`config.mk`:
```
export PLATFORM = sky130hd
export DESIGN_NAME = pulse_stretch_led_flat
export DESIGN_NICKNAME = d
export VERILOG_FILES = /design/src/rtl/pulse_stretch_led_if.sv /design/src/rtl/pulse_stretch_led.sv /design/src/flat_wrapper.sv
export SDC_FILE = /design/constraint.sdc
export NUM_CORES = 1
export LEC_CHECK = 0
export CAP_MARGIN = 20
export CORE_MARGIN = 2
export CORE_UTILIZATION = 45
export CTS_BUF_LIST = sky130_fd_sc_hd__clkbuf_16
export DETAILED_ROUTE_END_ITERATION = 8
export GPL_ROUTABILITY_DRIVEN = 0
export PLACE_DENSITY = 0.59
export SLEW_MARGIN = 20
export SYNTH_ARGS = -nofsm -noshare
export SYNTH_HDL_FRONTEND = slang
export SYNTH_SLANG_ARGS = --single-unit
```
`constraint.sdc`:
```
create_clock -name clk -period 2.65 [get_ports clk]
set_input_delay 0.6625 -clock clk [delete_from_list [all_inputs] [get_ports clk]]
set_output_delay 0.6625 -clock clk [all_outputs]
set_load 0.02 [all_outputs]
```
`src/rtl/pulse_stretch_led_if.sv`:
```
// pulse_stretch_led_if: pulse input and LED/status outputs of pulse_stretch_led.
// master = the side that drives ttl_in (board / bench), slave = the stretcher.
interface pulse_stretch_led_if;
    logic ttl_in;
    logic led_out;
    logic busy;
    logic overflow;

    modport master (
        output ttl_in,
        input  led_out,
        input  busy,
        input  overflow
    );

    modport slave (
        input  ttl_in,
        output led_out,
        output busy,
        output overflow
    );
endinterface

```
`src/rtl/pulse_stretch_led.sv`:
```
// pulse_stretch_led: measures the width of a high pulse on the asynchronous
// ttl_in and replays it on led_out for width*SCALE clk cycles.
// Optional glitch filter: define PULSE_STRETCH_GLITCH_FILTER_EN to drop
// pulses shorter than MIN_PULSE synchronized cycles.
module pulse_stretch_led #(
    parameter int unsigned SCALE     = 100,
    parameter int unsigned CNT_W     = 32,
    parameter int unsigned MIN_PULSE = 4
) (
    input  logic                 clk,
    input  logic                 reset,
    pulse_stretch_led_if.slave   bus
);

    typedef enum logic [1:0] {
        ST_WAIT     = 2'd0,
        ST_COUNTING = 2'd1,
        ST_SHOWING  = 2'd2
    } state_t;

    localparam logic [CNT_W-1:0] SCALE_C = CNT_W'(SCALE);
    localparam logic [CNT_W:0]   SCALE_X = (CNT_W+1)'(SCALE);

    // Reject configurations that would never stretch anything.
    if (SCALE < 1 || MIN_PULSE < 1) begin : g_bad_cfg
        $error("pulse_stretch_led: SCALE and MIN_PULSE must be >= 1");
    end

    state_t           state;
    logic [CNT_W-1:0] cnt;
    logic             overflow;
    logic             s1, s2, s3;
    logic             rise;
    logic [CNT_W:0]   sum;

`ifdef PULSE_STRETCH_GLITCH_FILTER_EN
    localparam int unsigned       GLEN_W   = $clog2(MIN_PULSE + 1);
    localparam logic [GLEN_W-1:0] GLEN_MAX = GLEN_W'(MIN_PULSE);
    logic [GLEN_W-1:0] glen;
`endif

    assign rise = s2 & ~s3;
    // one spare bit so the carry out flags saturation
    assign sum  = {1'b0, cnt} + SCALE_X;

    // 2-flop synchronizer plus one delay flop for edge detection
    always_ff @(posedge clk or negedge reset) begin
        if (!reset) begin
            s1 <= 1'b0;
            s2 <= 1'b0;
            s3 <= 1'b0;
        end else begin
            s1 <= bus.ttl_in;
            s2 <= s1;
            s3 <= s2;
        end
    end

    // measure / replay state machine with its counter and sticky overflow
    always_ff @(posedge clk or negedge reset) begin
        if (!reset) begin
            state    <= ST_WAIT;
            cnt      <= '0;
            overflow <= 1'b0;
`ifdef PULSE_STRETCH_GLITCH_FILTER_EN
            glen     <= '0;
`endif
        end else begin
            case (state)
                ST_WAIT: begin
                    cnt <= '0;
`ifdef PULSE_STRETCH_GLITCH_FILTER_EN
                    glen <= '0;
`endif
                    if (rise) begin
                        state    <= ST_COUNTING;
                        cnt      <= SCALE_C;
                        overflow <= 1'b0;
`ifdef PULSE_STRETCH_GLITCH_FILTER_EN
                        glen     <= GLEN_W'(1);
`endif
                    end
                end
                ST_COUNTING: begin
                    if (s2) begin
                        if (sum[CNT_W]) begin
                            cnt      <= '1;
                            overflow <= 1'b1;
                        end else begin
                            cnt <= sum[CNT_W-1:0];
                        end
`ifdef PULSE_STRETCH_GLITCH_FILTER_EN
                        if (glen < GLEN_MAX) begin
                            glen <= glen + 1'b1;
                        end
`endif
                    end else begin
`ifdef PULSE_STRETCH_GLITCH_FILTER_EN
                        if (glen < GLEN_MAX) begin
                            state <= ST_WAIT;
                            cnt   <= '0;
                        end else begin
                            state <= ST_SHOWING;
                        end
`else
                        state <= ST_SHOWING;
`endif
                    end
                end
                ST_SHOWING: begin
                    if (cnt <= CNT_W'(1)) begin
                        state <= ST_WAIT;
                        cnt   <= '0;
                    end else begin
                        cnt <= cnt - 1'b1;
                    end
                end
                default: begin
                    state <= ST_WAIT;
                    cnt   <= '0;
                end
            endcase
        end
    end

    assign bus.led_out  = (state == ST_SHOWING);
    assign bus.busy     = (state != ST_WAIT);
    assign bus.overflow = overflow;

endmodule
```
`src/flat_wrapper.sv`:
```
// flat-port wrapper written by rule: the top's interface ports become plain ports
module pulse_stretch_led_flat 
#(
    parameter int unsigned SCALE     = 100,
    parameter int unsigned CNT_W     = 32,
    parameter int unsigned MIN_PULSE = 4
)
  (clk, reset, bus_ttl_in, bus_led_out, bus_busy, bus_overflow);
  pulse_stretch_led_if bus_i ();
  input  logic clk;
  input  logic reset;
  input wire logic [$bits(bus_i.ttl_in)-1:0] bus_ttl_in;
  output wire logic [$bits(bus_i.led_out)-1:0] bus_led_out;
  output wire logic [$bits(bus_i.busy)-1:0] bus_busy;
  output wire logic [$bits(bus_i.overflow)-1:0] bus_overflow;
  assign bus_i.ttl_in = bus_ttl_in;
  assign bus_led_out = bus_i.led_out;
  assign bus_busy = bus_i.busy;
  assign bus_overflow = bus_i.overflow;
  pulse_stretch_led #(.SCALE(SCALE), .CNT_W(CNT_W), .MIN_PULSE(MIN_PULSE)) u_core (.clk(clk), .reset(reset), .bus(bus_i));
endmodule
```
==> reports/metrics.cfg <==
[yosys]
yosys.area.top_type = dfrtp_1
synth_top_area_share = 0.2958
synth.distinct_cells = 58
yosys_warnings = 0
synth_area_per_cell_um2 = 7.671
syn_inst = 419
synth_seq_area_share = 0.2958
synth_ff_type = dfrtp_1
async_flop_share = 1.000
synth_nets = 427
yosys_register_bits = 38
synth_area_leaders = dfrtp_1 30%, o21ai_0 6.5%, nor2_1 3.9%
netlist_area_um2 = 3214
synth_edf_count = 0

[timing]
slew_headroom = 0.4828
fmax_ghz = 0.4110
fin_skew_ns = 0.006622
rsz0062_at_grt = false
tightestPinTransition_ns = 0.7687
finalCritPeriodShare = 0.9182
final-hold-violation-count = 0
fin_crit_ns = 2.433
setup_violations = 0
report.final.slew_viol_count = 0
tns_ns = 0

[setup_path]
end_kind = register
r2r_slack_ns = 0.22
crit_slowest_cell = or4_1
crit_path_start_kind = register
crit_type = register to register
critPathTopFamily = simple AND/OR/NAND/NOR gates
worst_ep_arrival_time_ns = 2.59
crit_required_ns = 2.80
path_buf_inv = 1
cp_cell_sequence = or3_1 > or4_1 > and4bb_4 > or2b_4 > buf_4 > a2bb2oi_1 > o311ai_1
cpPeakStageDelay_ns = 0.52
cp_max_fo = 7

[floorplanning]
core_um2 = 6869
die_h_um = 88.52
die_area_um2 = 7835
initial_core_util = 0.4679
rows = 30
io_pins = 6
die_w_um = 88.52

[cts]
cts_root_buf = clkbuf_16
cts_buffer_depth = 2
cts_buffers = 5
path_clk_slew_ns = 0.06
htree_levels = 2
cts_tree = yes
post_cts.repair.setup_buffers = 0
clock_latency_ns = 0.28
cts.sinks = 38
cts_hold_buf = 0

[layout]
nets = 446
antennaDiodeCount = 0
layout-drive-gt1-share = 0.1481
instances_no_fill = 535
fillerInstances = 653
finalInstanceArea_um2 = 3687
syn2layout_area_growth_pct = 14.71

[placed_design]
place_inst = 527
portBuffers = 5
dpl-instance-area_um2 = 3543
hpwl_mm = 7.490

[route]
vias_per_cell = 6.488
wl_per_cell_um = 19.66
dr.pass1.iters = 5
drt_iter0_drc = 389
vias = 3471
drc_errors = 0
wirelength_mm = 10.52
drtAntennaViolNets = 0

[pwr]
power.density_nw_per_um2 = 1192
ir_worst_vdd_v = 0.0007989
leakagePower_nw = 1.531

[global_routing]
antenna_found_initial = 0
grt_util_met3 = 0.06343
grt.overflow.total = 0
grt_util_met2 = 0.4416
grt_usage = 0.2847
grt_pass1_vias = 3204
busiest_layer = met2
grt_pass1_wl_mm = 16.97
grt_max_degree = 39
gr-usage-met1 = 0.3902

[flow_run]
maxCapViolCount = 0

[run_status]
run_status = finished clean

[worst_hold_path]
min_path_type = register to register

==> through the flow <==
stage / worst slack, ns / hold slack [ns] / power [W] / util
global placement: 0.1941 / 0.3369 / 0.003698 / 0.5158
finish: 0.2169 / 0.3529 / 0.004396 / 0.5368
global route: 0.1025 / 0.3561 / 0.004687 / 0.5368
detailed placement: 0.1255 / 0.3380 / 0.003712 / 0.5158
floorplan: 0.2775 / 0.3312 / 0.002811 / -
CTS: 0.1214 / 0.3565 / 0.004316 / 0.5359
==> final cells by class <==
cell class	count	area, µm²	area share
inverters	13	48.80	0.01323
flip-flops and latches	38	950.9	0.2579
repair buffers	50	382.9	0.1038
well taps	96	120.1	0.03258
clock inverters	3	12.51	0.003393
clock buffers	5	125.1	0.03393
multi-input cells	330	2047	0.5551
==> Yosys cell counts, drive strengths merged (4+ instances only) <==
master and n:
or3 6, buf 11, o211ai 14, clkbuf 27, nand3 24, nand2 31, xor2 10, a22oi 6
nand2b 7, nor2 33, or2 4, dfrtp 38, nand4 19, nor3 15, nor4 12, ha 5
a21oi 24, xnor2 11, a211o 5, and3 7, o21ai 42, a32oi 4, or4 7, inv 13
==> cell families (layout without fill, tap and decap cells) <==
family / after synthesis / after routing / share of synthesized area
adders and majority gates: 5 / 5 / 0.01946
AOI/OAI and AO/OA: 129 / 129 / 0.2608
and+or+nand+nor: 172 / 172 / 0.2881
DFF: 38 / 38 / 0.2958
muxes: 3 / 3 / 0.009343
buffers and inverters: 51 / 71 / 0.06929
xor gates and xnor gates: 21 / 21 / 0.05722
==> cells in the final DEF, fill, tap and decap left out, types with 3 or more instances in the layout <==
cell,synthesis,layout
a211o_1,5,5
a21oi_1,24,24
a22oi_1,6,6
a31oi_1,3,3
a32oi_1,4,4
and2_1,3,3
and3_1,7,7
buf_4,0,45
clkbuf_16,0,5
clkdlybuf4s50_1,0,4
dfrtp_1,38,38
ha_1,5,5
inv_1,13,14
mux2i_1,3,3
nand2_1,31,31
nand2b_1,7,7
nand3_1,24,24
nand4_1,19,19
nor2_1,33,32
nor3_1,15,15
nor4_1,10,10
o211ai_1,14,14
o21ai_0,42,42
o22ai_1,3,3
o32ai_1,3,3
or2_2,3,3
or3_1,5,5
or4_1,5,5
xnor2_1,11,11
xor2_1,10,10
==> registers in the layout, summed over array words and instances (netlist names) <==
signal               cells
u_core.s1                1
u_core.bus.overflow      1
u_core.cnt              32
u_core.s3                1
u_core.state             2
u_core.s2                1
==> what timing repair did <==
item | 4_1_cts | 5_1_grt
resized for setup | 0 | 2
endpoints found under the hold margin | 0 | 0
setup endpoints to repair | 0 | 10
==> per-layer routing <==
layer | up-vias | wire length [µm]
li1 | 1603 | -
met4 | 0 | 332
met1 | 1655 | 4558
met3 | 42 | 858
met2 | 171 | 4768
met5 | - | 0
==> worst reg2reg max path: stages (launching register included) <==
cell and delay (ns):
dfrtp_1 0.42, or3_1 0.35, or4_1 0.52, and4bb_4 0.40, or2b_4 0.17, buf_4 0.17
a2bb2oi_1 0.17, o311ai_1 0.11
==> worst paths after layout <==
| path | start | end | cells after the start |
|---|---|---|---|
| setup / recovery | u_core.cnt[25] | u_core.cnt[7] | 7 |
| hold / removal | u_core.s1 | u_core.s2 | 0 |
| setup reg to reg | u_core.cnt[25] | u_core.cnt[7] | 7 |
| hold reg to reg | u_core.s1 | u_core.s2 | 0 |
| max in group asynchronous | reset | u_core.cnt[25] | 2 |
| min in group asynchronous | reset | u_core.cnt[11] | 2 |
==> power by group <==
group	switching, W	leakage [nW]	internal [W]	total, W
registers	0.000213	0.511	0.000750	0.000963
logic	0.00166	0.948	0.00119	0.00285
clock network	0.000239	0.0724	0.000341	0.000580
Note: power is estimated with default switching activity, not from simulation.
